**src/rtl/perm_round_scheduler.sv**
```systemverilog
// perm_round_scheduler
// Sequences the sLiSCP-light permutation datapath. One call runs NUM_STEPS steps.
// Each step is ROUNDS_PER_STEP Simeck-box round cycles followed by one mixing cycle,
// and the call ends with a single DONE cycle. The scheduler can be stalled, and it
// holds at most one start request that arrives while a call is already running.
module perm_round_scheduler #(
  parameter int NUM_STEPS       = 18,
  parameter int ROUNDS_PER_STEP = 8,
  parameter int STEP_W          = 5,
  parameter int RND_W           = 3
) (
  input  logic              clk,
  input  logic              rst,
  input  logic              start,
  input  logic              stall,
  output logic              busy,
  output logic              en_round,
  output logic              en_mix,
  output logic [RND_W-1:0]  round_idx,
  output logic [STEP_W-1:0] step_idx,
  output logic              last_step,
  output logic              done
);

  typedef enum logic [1:0] {
    S_IDLE  = 2'd0,
    S_ROUND = 2'd1,
    S_MIX   = 2'd2,
    S_DONE  = 2'd3
  } state_e;

  localparam logic [RND_W-1:0]  LAST_ROUND = RND_W'(ROUNDS_PER_STEP - 1);
  localparam logic [STEP_W-1:0] LAST_STEP  = STEP_W'(NUM_STEPS - 1);

  state_e              state_q, state_d;
  logic [RND_W-1:0]    round_q, round_d;
  logic [STEP_W-1:0]   step_q,  step_d;
  logic                pending_q, pending_d;

  // State, counters and the one-deep start queue; reset clears everything at once.
  always_ff @(posedge clk or negedge rst) begin
    if (!rst) begin
      state_q   <= S_IDLE;
      round_q   <= '0;
      step_q    <= '0;
      pending_q <= 1'b0;
    end else begin
      // NOTE: non-blocking so every register samples the pre-edge values of its peers.
      state_q   <= state_d;
      round_q   <= round_d;
      step_q    <= step_d;
      pending_q <= pending_d;
    end
  end

  // Next-state and counter update; a stall freezes ROUND/MIX, while DONE ignores it.
  always_comb begin
    // NOTE: hold-by-default assignments first so no path leaves a signal unassigned (no latches).
    state_d   = state_q;
    round_d   = round_q;
    step_d    = step_q;
    pending_d = pending_q;

    unique case (state_q)
      S_IDLE: begin
        if (start) begin
          state_d = S_ROUND;
          round_d = '0;
          step_d  = '0;
        end
      end

      S_ROUND: begin
        if (start) pending_d = 1'b1;
        if (!stall) begin
          if (round_q == LAST_ROUND) state_d = S_MIX;
          else                       round_d = round_q + 1'b1;
        end
      end

      S_MIX: begin
        if (start) pending_d = 1'b1;
        if (!stall) begin
          round_d = '0;
          if (step_q == LAST_STEP) begin
            state_d = S_DONE;
          end else begin
            step_d  = step_q + 1'b1;
            state_d = S_ROUND;
          end
        end
      end

      S_DONE: begin
        // A start seen in this very cycle counts as queued, so it launches back-to-back too.
        round_d   = '0;
        step_d    = '0;
        pending_d = 1'b0;
        state_d   = (pending_q || start) ? S_ROUND : S_IDLE;
      end

      default: state_d = S_IDLE;
    endcase
  end

  // Output decode: registers only, apart from the enables, which are also gated by stall.
  always_comb begin
    busy      = (state_q != S_IDLE);
    en_round  = (state_q == S_ROUND) && !stall;
    en_mix    = (state_q == S_MIX)   && !stall;
    done      = (state_q == S_DONE);
    round_idx = round_q;
    step_idx  = step_q;
    last_step = (state_q != S_IDLE) && (step_q == LAST_STEP);
  end

endmodule

```
**config.mk**
```make
export PLATFORM = sky130hd
export DESIGN_NAME = perm_round_scheduler
export DESIGN_NICKNAME = d
export VERILOG_FILES = /design/src/rtl/perm_round_scheduler.sv
export SDC_FILE = /design/constraint.sdc
export NUM_CORES = 1
export LEC_CHECK = 0
export ABC_AREA = 1
export CAP_MARGIN = 20
export CELL_PAD_IN_SITES_DETAIL_PLACEMENT = 0
export CELL_PAD_IN_SITES_GLOBAL_PLACEMENT = 1
export CORE_MARGIN = 10
export CORE_UTILIZATION = 38
export CTS_CLUSTER_DIAMETER = 50
export CTS_CLUSTER_SIZE = 28
export DETAILED_ROUTE_END_ITERATION = 16
export PLACE_DENSITY = 0.88
export SYNTH_ARGS = -nofsm -noshare
export SYNTH_HDL_FRONTEND = slang
export SYNTH_SLANG_ARGS = --single-unit
```
**constraint.sdc**
```tcl
create_clock -name clk -period 2 [get_ports clk]
set_input_delay 0.3 -clock clk [delete_from_list [all_inputs] [get_ports clk]]
set_output_delay 0.3 -clock clk [all_outputs]
set_load 0.05 [all_outputs]
```
==> impl_metrics.json <==
{
  "cp.required_ns": 1.70,
  "cts_hold_buf": 0,
  "final_cell_mix": "35 x nand2_1, 15 x inv_1, 11 x dfrtp_1, 10 x clkdlybuf4s50_1, 9 x ha_1",
  "fill_cells": 203,
  "rsz0062_at_grt": "false",
  "max_stage_delay_ns": 0.85,
  "cp_num_buf_inv": 1,
  "num_vias": 707,
  "setup_ws_ns": 0.104,
  "cp-end-kind": "primary output",
  "diodes": 0,
  "numPortBuffers": 16,
  "grt_use_met3_pct": 2.84,
  "synthCells": 110,
  "critPathArrivalTime_ns": 1.60,
  "die_width_um": 66.9,
  "track_usage_pct": 8.41,
  "fmax_ghz": 0.527,
  "slew_viol_final": 0,
  "dp_cells": 152,
  "clkTransAtPathRegs_ns": 0.07,
  "postSynthAreaPerCell_sq_um": 7.60,
  "synth_area_sq_um": 836,
  "dr.pass1.iters": 4,
  "p_total_mw": 1.33,
  "insertion_delay_ns": 0.26,
  "fp-row-count": 16,
  "cts_tree": "done",
  "drt_wl_total_mm": 1.71,
  "hold-worst-slack_ns": 0.390,
  "start_util_pct": 41.3,
  "period_minus_slack_ns": 1.90,
  "dp_hpwl_mm": 1.36,
  "place_area_sq_mm": 0.00106,
  "reg2reg_depth": 6,
  "power_leakage_nw": 0.577,
  "cp_slowest_cell": "clkdlybuf4s50_1",
  "io_pins": 17,
  "dieArea_sq_mm": 0.00448,
  "regToRegStartpoint": "state_q[1]",
  "tightest_slew_ns": 0.546,
  "fin_nets": 144,
  "skew_ns": 0.000277,
  "maxSlewHeadroom_pct": 63.5,
  "grt_max_degree": 12,
  "path_class": "flop to primary output",
  "grt_antenna_before_repair": 0,
  "drive_gt1_share_pct": 18.6,
  "reg2reg_slack_ns": 0.53,
  "tns_ns": 0,
  "drc": 0,
  "critical_path_depth": 1,
  "fin_area_sq_mm": 0.00109,
  "hold_class": "input port to async pin",
  "ir_worst_vdd_uv": 683,
  "path_max_fanout": 7,
  "drv_cap": 0,
  "coreArea_sq_mm": 0.00202,
  "setup_viol": 0,
  "critPathLaunchType": "flop",
  "final_common_cell": "nand2_1",
  "yosysUniqueCellTypes": 19,
  "fin_util_pct": 53.8,
  "cts_buffer_depth": 2,
  "pre_cts_ws_ns": 0.348,
  "path_cells": "clkdlybuf4s50_1",
  "ys_warn_count": 0,
  "fp.dieH_um": 66.9,
  "clockRootBuffer": "clkbuf_4",
  "syn_to_final_growth_pct": 30.1,
  "first_iter_violations": 50,
  "finalCritPeriodShare_pct": 94.8,
  "cts.sinks": 11,
  "cts_made_buffers": 3,
  "synth-seq-area-share_pct": 32.9,
  "post_drt_wl_per_cell_um": 11.0,
  "grt_pass1_wl_mm": 3.00,
  "r2r-end": "round_idx[0]",
  "grt_overflow": 0,
  "grtUsageMet2_pct": 13.2,
  "grt_use_met1_pct": 9.73,
  "cts_max_level": 1,
  "gp_congestion": 0.797,
  "p_per_area_mw_per_mm2": 1220,
  "avgViaCountPerCell": 4.53,
  "critPathTopFamily": "buffers and inverters",
  "busiest_layer": "met2",
  "ys_seq_elements": 11,
  "final_antenna_net_count": 0,
  "hold_viol": 0,
  "syn-num-nets": 124,
  "grt_pass1_vias": 700,
  "stdcell_count": 156,
  "status": "complete, no violations"
}
metal layers:
layer / up-vias / part of all wire [%]
met5: - / 0
met2: 13 / 46
met3: 2 / 6.4
met4: 0 / 0.82
met1: 312 / 46
li1: 380 / -
cell usage after synthesis, drive strengths merged:
cell    instances  area share, %
nand4           3            2.2
buf             1            1.3
dfrtp          11             33
inv            15            6.7
a21oi           1           0.60
nand2          40             20
nand3b          1           0.90
nand3           6            4.2
ha             10             15
xor2            1            1.0
o21ai           6            3.6
a21o            1           0.90
nor2           14             10
how the worst max path moves through the flow:
| stage | slack (ns) | to | from |
|---|---|---|---|
| 3_3_place_gp | 0.39 | en_mix | state_q[0] |
| 2_1_floorplan | 0.12 | last_step | step_idx[0] |
| 3_5_place_dp | 0.35 | en_mix | state_q[0] |
| 6_report | 0.10 | step_idx[3] | step_idx[3] |
| 4_1_cts | 0.04 | en_mix | state_q[0] |
| 5_1_grt | 0.01 | step_idx[3] | step_idx[3] |
area by class of cell:
class | count | area, sq um | share of cell area, %
repair buffers | 16 | 195 | 18.0
inverters | 15 | 56.3 | 5.18
multi-input cells | 83 | 500 | 46.0
clock buffers | 4 | 26.3 | 2.42
flip-flops and latches | 11 | 275 | 25.3
well taps | 27 | 33.8 | 3.11
registers in the layout, summed over array words and instances (netlist names):
name,flops
pending_q,1
state_q,2
round_idx,3
step_idx,5
power by group:
| part | switching, mW | internal (mW) |
|---|---|---|
| logic | 0.534 | 0.310 |
| registers | 0.0589 | 0.274 |
| clock network | 0.0736 | 0.0770 |
| total | 0.666 | 0.661 |
kinds of logic (layout without fill, tap and decap cells):
family / count (synthesis) / after routing / share of synthesized area (%)
flip-flops: 11 / 11 / 32.9
adder cells (fa/ha/maj): 10 / 10 / 15.0
AO/OA/AOI/OAI: 8 / 8 / 5.09
buffers and inverters: 16 / 35 / 8.08
XOR/XNOR: 1 / 1 / 1.05
AND/OR/NAND/NOR: 64 / 64 / 37.9
repair_timing:
action	CTS	global route
resized for setup	0	2
endpoints found under the setup margin	0	1
setup buffers	0	0
Power figures use the tool's default switching activity.
